### src/rtl/cdb_arbiter_pkg.sv
// cdb_arbiter_pkg: shared types and constants for the common data bus arbiter.
//   NUM_RS        : number of reservation stations / FU result ports (default FU count)
//   ROB_TAG       : reorder-buffer tag; ZERO_REG (tag 0) means "no destination"
//   RS_TAG        : FU / RS index, 0 reserved for "none"
//   CDB_PACKET    : broadcast {rob_tag, v} seen by RS, ROB and map table
//   CDB_BUF_ENTRY : one buffered FU result {rob_tag, value}
package cdb_arbiter_pkg;

    localparam int unsigned NUM_RS    = 6;
    localparam int unsigned ROB_TAG_W = 5;
    // Wide enough for indices 0..NUM_RS; widen together with NUM_RS.
    localparam int unsigned RS_TAG_W  = 3;

    typedef logic [ROB_TAG_W-1:0] ROB_TAG;
    typedef logic [RS_TAG_W-1:0]  RS_TAG;

    localparam ROB_TAG ZERO_REG = '0;

    typedef struct packed {
        ROB_TAG      rob_tag;
        logic [31:0] v;
    } CDB_PACKET;

    typedef struct packed {
        ROB_TAG      rob_tag;
        logic [31:0] value;
    } CDB_BUF_ENTRY;

    localparam CDB_PACKET CDB_IDLE = '{rob_tag: ZERO_REG, v: 32'h0};

    function automatic CDB_PACKET to_packet(input CDB_BUF_ENTRY e);
        CDB_PACKET p;
        p.rob_tag = e.rob_tag;
        p.v       = e.value;
        return p;
    endfunction

endpackage

### src/rtl/cdb_fu_fifo.sv
// cdb_fu_fifo: per-FU result FIFO feeding the CDB arbiter.
// Ports:
//   clk_i   : clock
//   rst_ni  : synchronous active-low reset
//   flush_i : drop all entries (squash); wins over push/pop
//   push_i  : write data_i (caller guarantees !full_o)
//   pop_i   : retire head_o (caller guarantees !empty_o)
//   data_i  : entry to write
//   full_o  : count == BUF_DEPTH
//   empty_o : count == 0
//   head_o  : oldest entry
// BUF_DEPTH must be a power of two >= 2 so the pointers wrap naturally.
module cdb_fu_fifo
    import cdb_arbiter_pkg::*;
#(
    parameter int unsigned BUF_DEPTH = 2
) (
    input  logic         clk_i,
    input  logic         rst_ni,
    input  logic         flush_i,
    input  logic         push_i,
    input  logic         pop_i,
    input  CDB_BUF_ENTRY data_i,
    output logic         full_o,
    output logic         empty_o,
    output CDB_BUF_ENTRY head_o
);

    localparam int unsigned PtrW = $clog2(BUF_DEPTH);
    localparam int unsigned CntW = PtrW + 1;

    logic [PtrW-1:0] wr_ptr_q, rd_ptr_q;
    logic [CntW-1:0] count_q;
    CDB_BUF_ENTRY    mem_q [BUF_DEPTH];

    always_ff @(posedge clk_i) begin
        if (!rst_ni || flush_i) begin
            wr_ptr_q <= '0;
            rd_ptr_q <= '0;
            count_q  <= '0;
        end else begin
            if (push_i) wr_ptr_q <= wr_ptr_q + PtrW'(1);
            if (pop_i)  rd_ptr_q <= rd_ptr_q + PtrW'(1);
            // Simultaneous push and pop leave the count unchanged.
            count_q <= count_q + CntW'(push_i) - CntW'(pop_i);
        end
    end

    // Storage needs no reset: the count alone decides what is valid.
    always_ff @(posedge clk_i) begin
        if (push_i) mem_q[wr_ptr_q] <= data_i;
    end

    assign full_o  = (count_q == CntW'(BUF_DEPTH));
    assign empty_o = (count_q == '0);
    assign head_o  = mem_q[rd_ptr_q];

endmodule

### src/rtl/cdb_arbiter.sv
// cdb_arbiter: buffers FU results and broadcasts one per cycle on the CDB.
// Ports:
//   clock      : sole clock
//   reset      : synchronous active-low reset
//   squash     : flush every buffered result; same-cycle fu_done discarded
//   fu_done    : [NUM_FU:1] FU i presents a result
//   fu_rob_tag : per-FU destination ROB tag
//   fu_value   : per-FU result value
//   fu_ready   : [NUM_FU:1] FU i FIFO not full (registered count only)
//   cdb_packet : registered broadcast {rob_tag, v}; {ZERO_REG, 0} when idle
//   cdb_fu_id  : FU index of the broadcast; 0 when idle
// Configuration macro: CDB_ROUND_ROBIN_EN selects round-robin arbitration;
// when undefined the lowest-index non-empty FIFO wins.
module cdb_arbiter
    import cdb_arbiter_pkg::*;
#(
    parameter int unsigned NUM_FU    = NUM_RS,
    parameter int unsigned BUF_DEPTH = 2
) (
    input  logic              clock,
    input  logic              reset,
    input  logic              squash,
    input  logic [NUM_FU:1]   fu_done,
    input  ROB_TAG            fu_rob_tag [NUM_FU:1],
    input  logic [31:0]       fu_value   [NUM_FU:1],
    output logic [NUM_FU:1]   fu_ready,
    output CDB_PACKET         cdb_packet,
    output RS_TAG             cdb_fu_id
);

    logic [NUM_FU:1] push, pop, full, empty;
    CDB_BUF_ENTRY    din  [NUM_FU:1];
    CDB_BUF_ENTRY    head [NUM_FU:1];

    logic      gnt_valid;
    RS_TAG     gnt_idx;
    CDB_PACKET cdb_packet_q;
    RS_TAG     cdb_fu_id_q;

    for (genvar i = 1; i <= NUM_FU; i++) begin : g_fu
        assign fu_ready[i] = ~full[i];
        // Zero-tag results have no consumer and are never buffered.
        assign push[i]     = fu_done[i] & ~full[i] & (fu_rob_tag[i] != ZERO_REG) & ~squash;
        assign din[i]      = '{rob_tag: fu_rob_tag[i], value: fu_value[i]};

        cdb_fu_fifo #(
            .BUF_DEPTH (BUF_DEPTH)
        ) u_fifo (
            .clk_i   (clock),
            .rst_ni  (reset),
            .flush_i (squash),
            .push_i  (push[i]),
            .pop_i   (pop[i]),
            .data_i  (din[i]),
            .full_o  (full[i]),
            .empty_o (empty[i]),
            .head_o  (head[i])
        );

        // A done offered while the FIFO is full is lost; flag it.
        always_ff @(posedge clock) begin
            if (reset && !squash && fu_done[i]) begin
                assert (!full[i])
                    else $warning("cdb_arbiter: FU %0d result dropped, FIFO full", i);
            end
        end
    end

`ifdef CDB_ROUND_ROBIN_EN
    RS_TAG rr_ptr_q, rr_ptr_d;
    RS_TAG cand;

    // Scan upward from rr_ptr with wrap back to 1.
    always_comb begin
        gnt_valid = 1'b0;
        gnt_idx   = '0;
        cand      = '0;
        for (int unsigned off = 0; off < NUM_FU; off++) begin
            cand = RS_TAG'(((32'(rr_ptr_q) - 32'd1 + off) % NUM_FU) + 32'd1);
            if (!gnt_valid && !empty[cand]) begin
                gnt_valid = 1'b1;
                gnt_idx   = cand;
            end
        end
    end

    always_comb begin
        rr_ptr_d = rr_ptr_q;
        if (gnt_valid && !squash) begin
            rr_ptr_d = (gnt_idx == RS_TAG'(NUM_FU)) ? RS_TAG'(1) : gnt_idx + RS_TAG'(1);
        end
    end

    always_ff @(posedge clock) begin
        if (!reset) rr_ptr_q <= RS_TAG'(1);
        else        rr_ptr_q <= rr_ptr_d;
    end
`else
    // Fixed priority: first non-empty FIFO from index 1 upward.
    always_comb begin
        gnt_valid = 1'b0;
        gnt_idx   = '0;
        for (int i = 1; i <= NUM_FU; i++) begin
            if (!gnt_valid && !empty[RS_TAG'(i)]) begin
                gnt_valid = 1'b1;
                gnt_idx   = RS_TAG'(i);
            end
        end
    end
`endif

    always_comb begin
        pop = '0;
        if (gnt_valid && !squash) pop[gnt_idx] = 1'b1;
    end

    always_ff @(posedge clock) begin
        if (!reset || squash || !gnt_valid) begin
            cdb_packet_q <= CDB_IDLE;
            cdb_fu_id_q  <= '0;
        end else begin
            cdb_packet_q <= to_packet(head[gnt_idx]);
            cdb_fu_id_q  <= gnt_idx;
        end
    end

    assign cdb_packet = cdb_packet_q;
    assign cdb_fu_id  = cdb_fu_id_q;

endmodule

### config.mk
export PLATFORM = sky130hd
export DESIGN_NAME = cdb_arbiter
export DESIGN_NICKNAME = d
export VERILOG_FILES = /design/src/rtl/cdb_arbiter_pkg.sv /design/src/rtl/cdb_fu_fifo.sv /design/src/rtl/cdb_arbiter.sv
export SDC_FILE = /design/constraint.sdc
export NUM_CORES = 1
export LEC_CHECK = 0
export ABC_AREA = 1
export CORE_UTILIZATION = 40
export CTS_BUF_LIST = sky130_fd_sc_hd__clkbuf_16
export DETAILED_ROUTE_END_ITERATION = 10
export PLACE_DENSITY = 0.65
export SYNTH_ARGS = -nofsm -noshare
export SYNTH_HDL_FRONTEND = slang
export SYNTH_SLANG_ARGS = --single-unit
### constraint.sdc
create_clock -name clock -period 3.8 [get_ports clock]
set_input_delay 0.76 -clock clock [delete_from_list [all_inputs] [get_ports clock]]
set_output_delay 0.76 -clock clock [all_outputs]
set_load 0.01 [all_outputs]
==> results of run 1 <==
-- placed cells by master (no fill, tap or decap), types with 55 or more instances in the layout --
cell type,n
edfxtp_1,444
nand2_1,325
clkdlybuf4s50_1,276
inv_1,200
nand3_1,188
a21oi_1,90
o21ai_0,79
dfxtp_1,66
clkbuf_16,55
-- kinds of logic after synthesis --
family	count (synthesis)	share of synthesized area, %
flip-flops	514	70.5
buffers and inverters	292	5.86
AND/OR/NAND/NOR	576	11.8
multiplexers	74	3.77
AO/OA/AOI/OAI	256	7.10
XOR/XNOR	7	0.293
adder cells (fa/ha/maj)	12	0.718
-- power groups by stage --
stage,clock network [uW],registers (uW),logic (uW)
detailed placement,0,6480,1160
floorplan,0,6470,575
global placement,0,6470,1150
global route,5280,6370,1250
finish,4960,6360,1150
CTS,5050,6360,1170
-- critical path: stages --
cell and delay (ps):
clkdlybuf4s50_1 440, inv_1 340, nand4_1 420, ha_1 420
inv_1 40, ha_1 180, xor2_1 150, o21ai_0 150
a21oi_1 50
-- metal layers --
metal / vias up / share of wire (%) / GRT usage [%]
met3: 85 / 5.3 / 3.72
met4: 8 / 2.3 / 6.13
met2: 348 / 52 / 35.1
met5: - / 0.099 / 0
li1: 6548 / - / -
met1: 6581 / 41 / 24.3
-- registers in the layout (all words and copies together) (netlist names), named ones only --
signal / flops
cdb_fu_id: 3
cdb_packet: 37
g_fu.u_fifo.count_q: 12
g_fu.u_fifo.mem_q: 444
g_fu.u_fifo.rd_ptr_q: 6
g_fu.u_fifo.wr_ptr_q: 6
-- how the worst min path moves through the flow --
stage / startpoint / to / depth (start not counted)
2_1_floorplan: g_fu[5].u_fifo.count_q[1] / g_fu[5].u_fifo.count_q[1] / 1
3_3_place_gp: g_fu[5].u_fifo.count_q[1] / g_fu[5].u_fifo.count_q[1] / 1
3_5_place_dp: g_fu[6].u_fifo.rd_ptr_q / flip-flop / 2
4_1_cts: g_fu[6].u_fifo.rd_ptr_q / flip-flop / 2
5_1_grt: g_fu[5].u_fifo.count_q[1] / g_fu[5].u_fifo.count_q[1] / 1
6_report: g_fu[6].u_fifo.rd_ptr_q / flip-flop / 2
-- through the flow --
stage	power, uW	area (um2)	worst slack, ps	utilization [%]
after floorplan	7040	20900	673	-
after global placement	7620	24400	828	47.4
after detailed placement	7640	24400	714	47.4
after CTS	12600	26100	1260	50.6
after global routing	12900	26100	1110	50.6
final	12500	26100	1300	50.6
-- layout make-up --
type	instances	area, um2
flip-flops and latches	514	14700
fillers	4498	25400
repair buffers	305	3020
well taps	680	851
clock inverters	41	287
diodes	4	10.0
clock buffers	55	1380
inverters	195	732
multi-input cells	925	5060
==> results.toml, run 1 <==
[clocking]
post_cts_buffers = 0
cts_sinks = 514
cts_buffer_depth = 3
cts-resized-gates = 0
cts_tree = "done"
ctsHoldBuffers = 0
ctsHtreeMaxLevel = 2
clk_pin_slew_ps = 60
cts_buffers = 52
cts_root_buffer = "clkbuf_16"
clk_latency_ps = 580

[place]
hpwlAfterDp_um = 36000
dp_cells = 2619
portBuffers = 276
place.gp.congestion = 0.820

[yosys]
netlist_instances = 1731
synth_common_cells = "edfxtp_1 (444), nand2_1 (326), inv_1 (191)"
yosys_warnings = 0
synth_area_um2 = 20900
synthesis.nets = 1974
yosys.area.top_type_share_pct = 63.8
seq_area_frac_synth_pct = 70.5
ys_seq_elements = 514
yosys-top-cells-area = "edfxtp_1 (64%), dfxtp_1 (6.7%), nand2_1 (5.9%)"
yosysUniqueCellTypes = 32
yosysMostFrequentCell = "edfxtp_1"
synth-edff-count = 444
async_reset_ff_share_pct = 0
synth_ff_type = "edfxtp_1"
yosysTopAreaCell = "edfxtp_1"
postSynthAreaPerCell_um2 = 12.1

[sta]
fin_skew_ps = 16.8
worst_pin_slew_ps = 1200
max_slew_margin_pct = 20.0
fin_crit_ps = 2500
rsz0062_at_grt = "no"
finalHoldViolations = 0
final.setup.tns_ps = 0
whs_ps = 475
drv_slew = 0
timing.final.crit_share_pct = 65.9
setup_viol = 0
max_freq_mhz = 400

[detailed_routing]
first_pass_iters = 5
initialDrtViolationCount = 1096
vias_per_cell = 4.99
drc = 0
wl_um = 52600
wire_per_inst_um = 19.3
vias = 13570
drtAntennaViolNets = 0

[finish]
layout.nets = 2236
fin_cells = 2719
area_delta_synth_final_pct = 24.8
drive_above_1_share_pct = 8.35

[global_route]
antenna_found_initial = 8
grt_max_degree = 112
grt_overflow_total = 0
grt_pass1_vias = 13533
track_usage_pct = 19.8
grt_first_pass_wirelength_um = 78900

[status]
status = "completed"

[power]
powerDensity_nw_per_um2 = 478
seqPwrFrac_pct = 51.0
clockPowerShare_pct = 39.8
p_sw_share_pct = 22.7
netSwitchingPower_uw = 2830
pwr-share-comb_pct = 9.2
p_leak_uw = 0.00940
vdd_drop_max_mv = 0.316
p_int_uw = 9640

[floorplanning]
die_area_um2 = 53200
rows = 83
coreArea_um2 = 51500
die_y_um = 231
ios = 277
start_util_pct = 40.6
chipWidth_um = 231

[run]
maxCapViolCount = 0

[worst_setup_path]
crit_path_start_kind = "input pin"
reg2reg_to = "cdb_packet[18]"
critPathCaptureType = "flip-flop"
crit_fanout = 8
path_class = "input pin to flip-flop"
worstSetupStartpoint = "squash"
worstPathArrival_ps = 2960
crit_required_ps = 4260
critPathCapture = "g_fu[5].u_fifo.count_q[1]"
rr_worst_depth = 6
r2r_slack_ps = 1390

[min_path]
holdCritPathClass = "flip-flop to flip-flop"
No activity file was read; power rests on OpenSTA's default activity.
==> inputs of run 2 (changes only) <==
PLACE_DENSITY = 0.67   (was 0.65)
clock period = 2 ns   (was 3.8 ns; I/O delays follow)
==> run 2 against run 1 <==
The flow now finishes with violations (setup timing). Wire length grew 5.6%. Die area is the same. Clock power increased by 100%. Global-route usage is 0.60 points higher. Highest routed layer unchanged. Largest power group unchanged.
==> results.toml, run 2 (synthesis gave the netlist of run 1 again) <==
[sta]
drv_slew = 0
timing.final.crit_share_pct = 106
fin_skew_ps = 14.5
max_freq_mhz = 474
fin_crit_ps = 2110
rsz0062_at_grt = "yes"
whs_ps = 380
finalHoldViolations = 0
max_slew_margin_pct = 52.1
setup_viol = 5
setup_slack_ps = -111
worst_pin_slew_ps = 718

[status]
status = "finished with violations"
violations = "setup timing"

[clocking]
cts_tree = "done"
cts_sinks = 514
cts_root_buffer = "clkbuf_16"
cts_buffers = 53
clk_latency_ps = 600
clk_pin_slew_ps = 60
ctsHtreeMaxLevel = 2
cts_buffer_depth = 3

[worst_setup_path]
reg2reg_to = "g_fu[3].u_fifo.count_q[1]"
rr_worst_depth = 14
rr_startpoint = "g_fu[1].u_fifo.count_q[1]"
crit_chain = "nor2_4 -> inv_4 -> buf_12 -> a21oi_4 -> o21ai_4 -> inv_4 -> buf_4 -> nor3_4 -> ha_4 -> inv_2 -> ha_4 -> xor2_2 -> o21ai_1 -> a21oi_1"
path_class = "flip-flop to flip-flop"
slowest_stage = "dfxtp_2"
worstPathArrival_ps = 2590
r2r_slack_ps = -110
critPathTopFamily = "compound AO/OA/AOI/OAI gates"
crit_path_start_kind = "flip-flop"
cp_slowest_stage_delay_ps = 340
path_buf_inv = 5
crit_required_ps = 2480
crit_fanout = 4
critPathCaptureType = "flip-flop"

[detailed_routing]
vias_per_cell = 5.00
drc = 0
wl_um = 55500
vias = 13996
first_pass_iters = 5
drtAntennaViolNets = 0
wire_per_inst_um = 19.8
initialDrtViolationCount = 1006

[floorplanning]
die_area_um2 = 53200
chipWidth_um = 231
die_y_um = 231
ios = 277
rows = 83
coreArea_um2 = 51500
start_util_pct = 40.6

[min_path]
hold-path-endpoint = "g_fu[4].u_fifo.mem_q[1][8]"
hold_depth = 1
holdCritPathClass = "input pin to flip-flop"
min-delay-start = "fu_value[104]"

[place]
place.gp.congestion = 0.816
hpwlAfterDp_um = 36700
portBuffers = 276
dp_cells = 2691

[global_route]
antenna_found_initial = 2
grt_pass1_vias = 13910
grt_max_degree = 75
track_usage_pct = 20.4
grt_first_pass_wirelength_um = 81100
grt_overflow_total = 0

[finish]
final_cell_mix = "edfxtp_1 (444), nand2_1 (317), clkdlybuf4s50_1 (266)"
layout_commonest_cell = "edfxtp_1"
fin_cells = 2802
area_delta_synth_final_pct = 31.0
n_fill_cell = 4281
layout.nets = 2320
top_register = "g_fu.u_fifo.mem_q"
largest_reg_flops = 444
antennaDiodeCount = 0
drive_above_1_share_pct = 14.2

[power]
vdd_drop_max_mv = 0.636
powerDensity_nw_per_um2 = 897
total_power_uw = 24600
p_leak_uw = 0.0100

[run]
maxCapViolCount = 0
## run 2: changes by cell type in the layout (fill, tap and decap cells not counted), sizes merged, moves of 4 or more
cell,before,now
clkinv,26,17
dlygate4sd2,0,5
clkdlybuf4s50,276,266
buf,29,108
inv,205,212
clkinvlp,1,5
diode,4,0
## run 2: repair_timing
item | in CTS | in global routing
gates cloned | 0 | 4
hold buffers | 0 | 0
pin swaps | 6 | 22
setup buffers | 4 | 5
gates resized for setup | 18 | 54
hold endpoints to repair | 0 | 0
setup endpoints to repair | 87 | 125
## run 2: cell type report
class / instances / area, um2 / share of cell area [%]
Sequential cell: 514 / 14700 / 53.9
Clock inverter: 45 / 374 / 1.37
Timing Repair Buffer: 386 / 4010 / 14.6
Tap cell: 680 / 851 / 3.11
Multi-Input combinational cell: 927 / 5290 / 19.3
Clock buffer: 55 / 1380 / 5.03
Inverter: 195 / 737 / 2.69
## run 2: per-stage QoR
stage	util [%]	setup slack, ps	setup TNS, ps	area (um2)
2_1_floorplan	-	-190	-84550	21000
3_3_place_gp	49.1	-607	-86150	25300
3_5_place_dp	49.1	-685	-99970	25300
4_1_cts	52.6	-189	-7790	27100
5_1_grt	53.1	-230	-2470	27400
6_report	53.1	-111	-334	27400
## run 2: per-layer routing
metal	track usage [%]	vias up	routed length, um
met2	35.2	433	27900
met3	2.95	97	3200
li1	-	6719	-
met5	0	-	23
met4	7.28	4	1620
met1	26.1	6743	22700
## run 2: worst max-delay path by stage
stage / start / end / slack [ps] / depth (start not counted)
detailed placement: fu_rob_tag[19] / g_fu[4].u_fifo.mem_q[0][24] / -690 / 6
global route: g_fu[5].u_fifo.count_q[0] / g_fu[3].u_fifo.count_q[1] / -230 / 13
CTS: g_fu[4].u_fifo.count_q[0] / g_fu[2].u_fifo.count_q[1] / -190 / 14
finish: g_fu[1].u_fifo.count_q[1] / g_fu[3].u_fifo.count_q[1] / -110 / 14
floorplan: squash / g_fu[1].u_fifo.mem_q[1][0] / -190 / 3
global placement: fu_rob_tag[18] / g_fu[4].u_fifo.mem_q[1][22] / -610 / 6
## run 2: where the power goes
group	internal, uW	total (uW)	leakage (uW)	switching (uW)
Combinational	1110	2580	0.00449	1460
Clock	5750	9920	0.000897	4170
Sequential	12000	12100	0.00465	87.4
Total	18800	24600	0.0100	5720
## run 2: worst register-to-register path, cell delays in order (launching register included)
cell and delay, ps:
dfxtp_2 340, nor2_4 160, inv_4 70, buf_12 120, a21oi_4 160, o21ai_4 100
inv_4 90, buf_4 120, nor3_4 40, ha_4 260, inv_2 40, ha_4 150
xor2_2 170, o21ai_1 130, a21oi_1 60
==> inputs of run 3 (changes only) <==
CTS_CLUSTER_DIAMETER = 30   (was not set)
==> run 3 against run 2 <==
The flow still finishes with violations (setup timing). Cell area grew 10%. Utilization grew 5.4 points. Clock-buffer cell count grew 47. Combinational power grew 21%. First-iteration DRC count grew 18%. Die area is the same. Register-to-register slack lost 90 ps. Critical path type unchanged. Largest cell class unchanged. Largest power group is now the clock network.
==> results.toml, run 3 (synthesis gave the netlist of run 1 again) <==
[status]
status = "finished with violations"
violations = "setup timing"

[sta]
finalHoldViolations = 0
setup_slack_ps = -202
setup_viol = 22
fin_crit_ps = 2200
drv_slew = 0
fin_skew_ps = 21.0
worst_pin_slew_ps = 791
max_slew_margin_pct = 47.1
final.setup.tns_ps = -1110
rsz0062_at_grt = "yes"
max_freq_mhz = 454
timing.final.crit_share_pct = 110

[finish]
layout.nets = 2402
top_register = "g_fu.u_fifo.mem_q"
drive_above_1_share_pct = 22.0
multi_input_area_um2 = 5680
layout_commonest_cell = "edfxtp_1"
largest_reg_flops = 444
fin_cells = 2926
n_fill_cell = 3966
ff_latch_area_um2 = 14700
final_cell_mix = "edfxtp_1 (444), nand2_1 (303), clkdlybuf4s50_1 (259)"
final_area_um2 = 30100
area_delta_synth_final_pct = 44.2

[worst_setup_path]
rr_worst_depth = 15
crit_fanout = 4
worstPathArrival_ps = 2710
slowest_stage = "dfxtp_2"
crit_required_ps = 2510
path_buf_inv = 5
path_class = "flip-flop to flip-flop"
rr_startpoint = "g_fu[3].u_fifo.count_q[0]"
r2r_slack_ps = -200
path_depth = 15
cp_slowest_stage_delay_ps = 330
critPathCaptureType = "flip-flop"
critPathTopFamily = "compound AO/OA/AOI/OAI gates"
crit_chain = "buf_4 -> inv_1 -> nand2_1 -> a21oi_4 -> o21ai_4 -> inv_4 -> nor2_1 -> nand2_1 -> inv_2 -> ha_4 -> inv_2 -> ha_4 -> xor2_2 -> o21ai_1 -> a21oi_1"
worstSetupStartpoint = "g_fu[3].u_fifo.count_q[0]"
crit_path_start_kind = "flip-flop"

[global_route]
track_usage_pct = 21.5
grt_overflow_total = 0
antenna_found_initial = 4
grt_pass1_vias = 14558
grt_first_pass_wirelength_um = 85100
grt_max_degree = 75

[clocking]
cts_sinks = 514
ctsHoldBuffers = 0
cts_root_buffer = "clkbuf_16"
cts_buffers = 101
ctsHtreeMaxLevel = 3
cts_buffer_depth = 3
clk_pin_slew_ps = 50
cts_tree = "done"
clk_latency_ps = 630

[floorplanning]
ios = 277
die_y_um = 231
die_area_um2 = 53200
start_util_pct = 40.6
coreArea_um2 = 51500
rows = 83
chipWidth_um = 231

[power]
clockPowerShare_pct = 52.7
seqPwrFrac_pct = 37.7
vdd_drop_max_mv = 0.735
total_power_uw = 32100
powerDensity_nw_per_um2 = 1070
p_leak_uw = 0.0113
p_sw_share_pct = 22.9
pwr-share-comb_pct = 9.7
p_int_uw = 24800
netSwitchingPower_uw = 7360

[detailed_routing]
wire_per_inst_um = 21.6
drc = 0
vias = 15009
vias_per_cell = 5.13
initialDrtViolationCount = 1188
drtAntennaViolNets = 0
wl_um = 63200
first_pass_iters = 5

[place]
dp_cells = 2691
hpwlAfterDp_um = 36700
postPlaceCellArea_um2 = 25300
portBuffers = 276
place.gp.congestion = 0.816

[run]
maxCapViolCount = 0

[min_path]
hold_depth = 1
holdCritPathClass = "input pin to flip-flop"
min-delay-start = "fu_value[106]"
-- run 3: cell count changes in the layout (fill, tap and decap cells not counted), moves of 13 or more --
cell | before | now
a21oi_1 | 85 | 59
nand3_1 | 183 | 162
clkbuf_16 | 57 | 120
a21oi_2 | 5 | 31
nand2_2 | 7 | 20
nand2_1 | 317 | 303
nand3_2 | 6 | 24
-- run 3: worst paths after layout --
| check | endpoint |
|---|---|
| setup / recovery | g_fu[5].u_fifo.count_q[1] |
| hold / removal | g_fu[4].u_fifo.mem_q[0][10] |
| hold reg to reg | flip-flop |
| setup reg to reg | g_fu[5].u_fifo.count_q[1] |
-- run 3: per-layer routing --
layer / wire [um] / vias to the layer above / track usage, % / share of wire (%)
li1: - / 6934 / - / -
met1: 25400 / 7316 / 27.1 / 40
met2: 31200 / 627 / 36.2 / 49
met3: 4670 / 128 / 4.08 / 7.4
met4: 1930 / 4 / 9.23 / 3.1
met5: 23 / - / 0 / 0.036
-- run 3: power by group through the flow --
stage               combinational (uW)  sequential [uW]  clock [uW]
floorplan                         1110            12300           0
global route                      3300            12100       17600
finish                            3110            12100       16900
global placement                  2440            12300           0
detailed placement                2480            12300           0
CTS                               2550            12100       17100
-- run 3: area by class of cell --
cell class | instances | share of cell area, %
clock buffer | 102 | 8.47
antenna | 1 | 0.00830
clock inverter | 87 | 3.01
sequential | 514 | 48.9
inverter | 195 | 2.50
timing repair buffer | 419 | 15.4
tap | 680 | 2.82
multi-input combinational | 928 | 18.8
-- run 3: repair_timing --
action,CTS,global route
pin swaps,12,54
gates resized for setup,51,135
setup buffers,5,16
cloned,2,25
endpoints found under the setup margin,94,61
-- run 3: through the flow --
step           hold WS, ps  util [%]  worst slack [ps]
3_3_place_gp           450      49.1              -607
4_1_cts                318      56.1              -118
5_1_grt                334      58.5              -277
6_report               345      58.5              -202
2_1_floorplan          444         -              -190
3_5_place_dp           454      49.1              -685
